$ cat config.mk
export PLATFORM = sky130hd
export DESIGN_NAME = uart_tx_arbiter
export DESIGN_NICKNAME = d
export VERILOG_FILES = /design/src/rtl/uart_tx_arbiter.sv
export SDC_FILE = /design/constraint.sdc
export NUM_CORES = 1
export LEC_CHECK = 0
export BUFFER_PORTS_ARGS = -buffer_cell sky130_fd_sc_hd__buf_2
export CAP_MARGIN = 10
export CORE_UTILIZATION = 55
export DETAILED_ROUTE_END_ITERATION = 8
export PLACE_DENSITY_LB_ADDON = 0.05
export RECOVER_POWER = 100
export SETUP_SLACK_MARGIN = 0.02
export SYNTH_ARGS = -nofsm -noshare
export SYNTH_HDL_FRONTEND = slang
export SYNTH_SLANG_ARGS = --single-unit
$ cat constraint.sdc
create_clock -name clk -period 3.65 [get_ports clk]
set_input_delay 1.095 -clock clk [delete_from_list [all_inputs] [get_ports clk]]
set_output_delay 1.095 -clock clk [all_outputs]
set_load 0.03 [all_outputs]
$ cat src/rtl/uart_tx_arbiter.sv
// uart_tx_arbiter
//   Shares one UART CRC transmitter between four requesters. A requester
//   raises req[i] with its byte on req_data[8i+7:8i]; the arbiter picks one
//   requester round-robin, latches its byte, and strobes the transmitter.
//   Once the frame ends, the owner receives one ack pulse (tx_done seen) or
//   one err pulse (WAIT_DONE timed out).
//
//   Handshake: req[i] is a level request and stays high until ack[i] or err[i]
//   pulses. grant is the one-hot owner from ISSUE through RELEASE. tx_start
//   is the valid strobe to the transmitter and tx_busy is its not-ready. A
//   start is taken in exactly the cycle where tx_start=1, which is ISSUE with
//   tx_busy=0. tx_done is a one-cycle completion pulse that counts only in
//   WAIT_DONE.
//
// Ports
//   clk, rst         clock, synchronous active-high reset
//   req[3:0]         per-requester send request
//   req_data[31:0]   byte i on bits [8i+7:8i]
//   grant[3:0]       one-hot current owner of the transmitter
//   ack[3:0]         one-cycle pulse: frame completed
//   err[3:0]         one-cycle pulse: frame abandoned on timeout
//   tx_start         one-cycle start strobe to the transmitter
//   tx_data[7:0]     latched byte, stable ISSUE..RELEASE
//   tx_busy          transmitter occupied
//   tx_done          transmitter finished the stop bit
//   timeout_count    saturating count of timeout aborts
//   state_dbg[1:0]   current FSM state (0 IDLE, 1 ISSUE, 2 WAIT_DONE, 3 RELEASE)
module uart_tx_arbiter #(
  parameter int NUM_REQ        = 4,
  parameter int TIMEOUT_CYCLES = 16000
) (
  input  logic                   clk,
  input  logic                   rst,
  input  logic [NUM_REQ-1:0]     req,
  input  logic [8*NUM_REQ-1:0]   req_data,
  output logic [NUM_REQ-1:0]     grant,
  output logic [NUM_REQ-1:0]     ack,
  output logic [NUM_REQ-1:0]     err,
  output logic                   tx_start,
  output logic [7:0]             tx_data,
  input  logic                   tx_busy,
  input  logic                   tx_done,
  output logic [7:0]             timeout_count,
  output logic [1:0]             state_dbg
);

  localparam int PTR_W = $clog2(NUM_REQ);
  localparam logic [15:0] TIMER_LAST = 16'(TIMEOUT_CYCLES - 1);
  localparam logic [NUM_REQ-1:0] ONE_HOT0 = {{(NUM_REQ-1){1'b0}}, 1'b1};

  typedef enum logic [1:0] {
    S_IDLE      = 2'd0,
    S_ISSUE     = 2'd1,
    S_WAIT_DONE = 2'd2,
    S_RELEASE   = 2'd3
  } state_t;

  state_t           state;
  logic [PTR_W-1:0] last_ptr;
  logic [PTR_W-1:0] grant_idx;
  logic [15:0]      timer;

  logic             pick_valid;
  logic [PTR_W-1:0] pick_idx;
  logic [PTR_W-1:0] cand;

  // Round-robin search. It walks offsets from farthest to nearest, so the
  // nearest active requester after last_ptr is the final one assigned.
  // Offset NUM_REQ wraps back to last_ptr, which lets a lone requester win
  // on every frame.
  always_comb begin
    pick_valid = 1'b0;
    pick_idx   = '0;
    cand       = '0;
    for (int k = NUM_REQ; k >= 1; k--) begin
      cand = last_ptr + PTR_W'(k);
      if (req[cand]) begin
        pick_valid = 1'b1;
        pick_idx   = cand;
      end
    end
  end

  // The start strobe is combinational so the transmitter sees it in the same
  // cycle that tx_busy drops.
  assign tx_start  = (state == S_ISSUE) && !tx_busy;
  assign state_dbg = state;

  always_ff @(posedge clk) begin
    if (rst) begin
      state         <= S_IDLE;
      grant         <= '0;
      grant_idx     <= '0;
      ack           <= '0;
      err           <= '0;
      tx_data       <= '0;
      timer         <= '0;
      timeout_count <= '0;
      last_ptr      <= PTR_W'(NUM_REQ - 1);
    end else begin
      ack <= '0;
      err <= '0;
      case (state)
        S_IDLE: begin
          if (pick_valid) begin
            grant     <= ONE_HOT0 << pick_idx;
            grant_idx <= pick_idx;
            tx_data   <= req_data[{pick_idx, 3'b000} +: 8];
            state     <= S_ISSUE;
          end
        end
        S_ISSUE: begin
          // Waits for the transmitter without limit. The timeout covers only
          // a frame that has already started.
          if (!tx_busy) begin
            timer <= '0;
            state <= S_WAIT_DONE;
          end
        end
        S_WAIT_DONE: begin
          timer <= timer + 16'd1;
          if (tx_done) begin
            // Completion takes priority when it lands on the terminal cycle.
            ack   <= grant;
            state <= S_RELEASE;
          end else if (timer == TIMER_LAST) begin
            err   <= grant;
            state <= S_RELEASE;
            if (timeout_count != 8'hFF) begin
              timeout_count <= timeout_count + 8'd1;
            end
          end
        end
        S_RELEASE: begin
          last_ptr <= grant_idx;
          grant    <= '0;
          state    <= S_IDLE;
        end
        default: begin
          grant <= '0;
          state <= S_IDLE;
        end
      endcase
    end
  end

endmodule

Word level (Yosys, flattened, before mapping)
Cells that the tools add are included.

Bits in registers: 50. Bits of input ports: 40. Output and inout bits: 31.

Add/sub/neg operators: 5. $lt $le $gt $ge: 4. Equal/unequal tests: 8. Shift-type cells: 2. Mux-type cells: 25. Bitwise operators: 3. Reduce and logical (&&, ||, !) cells: 12.

Operators by type and width (count): $pmux W16 S2 (1); $shiftx A32 B6 Y8 (1); $add A16 B1 Y16 const B (1); $eq A16 B14 Y1 const B (1); $mux W16 (1); $mux W2 (8); $lt A2 B3 Y1 const B (4); $add A8 B1 Y8 const B (1); $bmux W1 S2 (4); $mux W1 (8); $ne A8 B8 Y1 const B (1); $pmux W2 S4 (1); $pmux W4 S2 (1); $reduce_and A2 Y1 (3); $add A2 B2 Y2 const B (2); $eq A2 B2 Y1 const B (2); $mux W4 (1); $ne A2 B2 Y1 const B (2); $reduce_and A4 Y1 (1); $reduce_bool A2 Y1 (2); $reduce_or A4 Y1 (1); $shl A1 B2 Y4 const A (1); $ne A3 B3 Y1 const B (1); $not A1 Y1 (3); other kinds (7) (7).

Depth between registers and ports, before layout
Depth after elaboration: 9. Gate-level depth with buffers: 8. Depth with buffers taken out: 7.

Least setup slack after synthesis
No wires, ideal clock.

Kind: input to output. From: in tx_busy. To: out tx_start. Arrival: 1558 ps. Required time: 2555 ps. Path slack: 997 ps. Stages on the path: 1. Buffers on the path: 0. Path through: nor2b_1.

Longest elaborated chain between the ends: 2.

Ends and longest elaborated chain: start: declaration (RTL line 41) `input logic tx_busy,`; $logic_not A1 Y1; $logic_and A1 B1 Y1 (RTL line 86) `assign tx_start = (state == S_ISSUE) && !tx_busy;`; end: declaration (RTL line 39) `output logic tx_start,`.

Every way passes these cells.

Final worst setup path
From: in req[3]. To: reg tx_data[3].

Longest elaborated chain between the ends: 7. Elaborated cells on any way between the ends: 18. Classes of those cells: shift (1); mux (16); reduce/logical (1).

Ends and longest elaborated chain: start: declaration (RTL line 34) `input logic [NUM_REQ-1:0] req,`; $bmux W1 S2 (RTL line 77) `if (req[cand]) begin`; $mux W1 (not written as such) (RTL line 77); $mux W2 / $mux W1 (equally long branches) (4 in series) (RTL line 77); $shiftx A32 B6 Y8 / $reduce_and A2 Y1 (equally long branches); end signal: assignment (RTL line 108) `tx_data <= req_data[{pick_idx, 3'b000} +: 8];`; end: declaration (RTL line 40) `output logic [7:0] tx_data,`.

Parallel ways exist; a longest one is shown, timed or not. The select of a mux whose other input is x is not followed. A chain may end at the register's enable or synchronous reset.

==> results.json <==
{
  "antenna_found_initial": 0,
  "regArea_sq_um": 1000,
  "cp.required_ps": 3870,
  "setup_tns_ps": 0,
  "synth_ff_type": "dfxtp_1",
  "maxCapViolations": 0,
  "ir_drop_mv": 0.235,
  "grt_pass1_wl_um": 8310,
  "worstSetupPathType": "in -> reg",
  "hold_path.class": "reg -> reg",
  "final-setup-viol-count": 0,
  "antenna_cells": 0,
  "holdWs_ps": 479,
  "status": "finished, final reports clean",
  "yosysTopAreaCell": "dfxtp_1",
  "slowest_stage": "a21o_1",
  "wl_per_cell_um": 12.9,
  "fmax_ghz": 0.349,
  "cts_num_sinks": 50,
  "seq_area_frac_synth_pct": 40.6,
  "fin_area_sq_um": 2860,
  "final_common_cell": "dfxtp_1",
  "cts_tree": "done",
  "grt_start_max_net_pins": 22,
  "globalplace.congestion": 0.779,
  "nFillCells": 383,
  "avgViaCountPerCell": 5.61,
  "io_buffers": 70,
  "multiInputGateArea_sq_um": 1360,
  "path_clk_slew_ps": 90,
  "cts_resized": 0,
  "gr-total-overflow": 0,
  "endpoint_kind": "flop",
  "drtAntennaViolNets": 0,
  "die-area_sq_um": 4750,
  "routed_wl_um": 5210,
  "yosysTopAreaCellShare_pct": 40.6,
  "cts_hold_buf": 0,
  "dpl_cell_area_sq_um": 2820,
  "synth_cell_type_count": 46,
  "cp_cell_sequence": "clkbuf_1 -> or3b_1 -> o21ai_0 -> a21o_1 -> a221oi_1 -> a211oi_1",
  "period_needed_ps": 2870,
  "final_cell_mix": "dfxtp_1 (50), nor2_1 (36), buf_2 (36)",
  "start_kind": "primary input",
  "slowest_delay_ps": 620,
  "worstPathMaxFanout": 21,
  "path_buf_inv": 1,
  "first_pass_iters": 4,
  "setup_slack_ps": 785,
  "first_global_vias": 1914,
  "async_flop_share_pct": 0,
  "drt-initial-drc-count": 117,
  "syn-cell-area_sq_um": 2460,
  "finalCritPeriodShare_pct": 78.5,
  "cts_buffers": 5,
  "vias": 2265,
  "synth_warnings": 0,
  "clockBufferDepth": 2,
  "p_leak_nw": 1.10,
  "arrival_ps": 3090,
  "post-dp-hpwl_um": 3800,
  "htreeDepth": 2,
  "dp_worst_setup_slack_ps": 769,
  "synth_edf_count": 0,
  "grt_use_total_pct": 23.3,
  "rsz0062_at_grt": "false",
  "hold_viol_final": 0,
  "critical_path.top_delay_family": "compound AO/OA/AOI/OAI gates",
  "slew-limit-headroom_pct": 37.8,
  "power_density_nw_per_um2": 535,
  "finClkSkew_ps": 2.96,
  "root_buffer": "clkbuf_8",
  "drc": 0,
  "die_w_um": 68.9,
  "syn_inst": 287,
  "postCtsSetupRepairBufs": 0,
  "nets": 401,
  "die_h_um": 68.9,
  "start_util_pct": 59.5,
  "worstMarginPinSlew_ps": 933,
  "coreArea_sq_um": 4140,
  "io_pins": 71,
  "drv_slew": 0,
  "clk_latency_ps": 300,
  "syn_avg_cell_area_sq_um": 8.59,
  "syn_nets": 334,
  "synth-seq-cells": 50,
  "drive_gt1_share_pct": 13.0,
  "ys_top_cells_by_area": "dfxtp_1 (41%), mux2i_1 (5.7%), nor2_1 (5.5%), nand2_1 (4.0%), ha_1 (3.6%)",
  "core.rowCount": 23,
  "area_growth_pct": 15.9
}
[tightest hold or removal path: cells and delay by family (launching register included)]
kind / cells / cell delay (ps)
DFF: 1 / 330
and+or+nand+nor: 1 / 60
AOI/OAI and AO/OA: 1 / 50
[flip-flops by register name, summed over array words and instances (netlist names)]
register,cells
timeout_count,8
timer,16
err,4
grant_idx,2
last_ptr,2
grant,4
ack,4
state_dbg,2
tx_data,8
[stage by stage]
stage	utilization [%]	total power [mW]	instances
after CTS	70.1	1.55	404
after floorplan	-	1.10	287
after detailed placement	68.1	1.24	397
after global routing	69.0	1.62	404
after global placement	68.1	1.24	397
final	69.0	1.53	404
[power breakdown]
part / switching (mW) / internal (mW)
clock: 0.181 / 0.131
sequential: 0.0535 / 0.617
combinational: 0.378 / 0.168
[layout make-up]
type	count	area share, %
tap	50	2.19
clock buffer	5	2.41
sequential	50	35.0
multi-input combinational	216	47.6
inverter	11	1.44
clock inverter	2	0.525
timing repair buffer	70	10.8
[cells by family after synthesis]
| group | count (synthesis) | synth area share (%) |
|---|---|---|
| buffers and inverters | 21 | 4.01 |
| adder cells (fa/ha/maj) | 7 | 3.55 |
| AND/OR/NAND/NOR | 116 | 24.0 |
| multiplexers | 14 | 5.69 |
| flip-flops | 50 | 40.6 |
| AO/OA/AOI/OAI | 67 | 17.9 |
| XOR/XNOR | 12 | 4.26 |
[final timing paths]
kind                             startpoint                 endpoint  slack (ps)  cells after the start
setup / recovery                     req[3]  tx_data[3]$_SDFFE_PP0P_         780                      6
hold / removal        grant[0]$_SDFFE_PP0P_    grant[0]$_SDFFE_PP0P_         480                      2
setup reg to reg  state_dbg[0]$_SDFFE_PP0P_    grant[1]$_SDFFE_PP0P_        1330                      6
hold reg to reg       grant[0]$_SDFFE_PP0P_    grant[0]$_SDFFE_PP0P_         480                      2
[cell usage after synthesis (2+ instances only)]
cell type	n
buf_6	2
a31oi_1	3
xor2_1	2
nor3_1	5
nand2b_1	2
nand3_1	6
ha_1	7
a32oi_1	2
nand3b_1	2
nor2b_1	3
nand2_1	26
and4_1	2
inv_1	11
nand4_1	5
and3_1	3
nor4_1	4
and2_1	11
mux2i_1	14
nor2_1	36
a221oi_1	9
or3_1	5
o211ai_1	3
a211oi_1	11
xnor2_1	10
a21oi_1	13
clkbuf_1	6
o21ai_0	16
dfxtp_1	50
[routing by layer]
metal	share of wire, %	global-route usage (%)
met2	47	39.2
met1	47	30.1
met4	0.81	6.89
met3	5.3	4.44
met5	0	0
(Power assumes the default switching activity.)
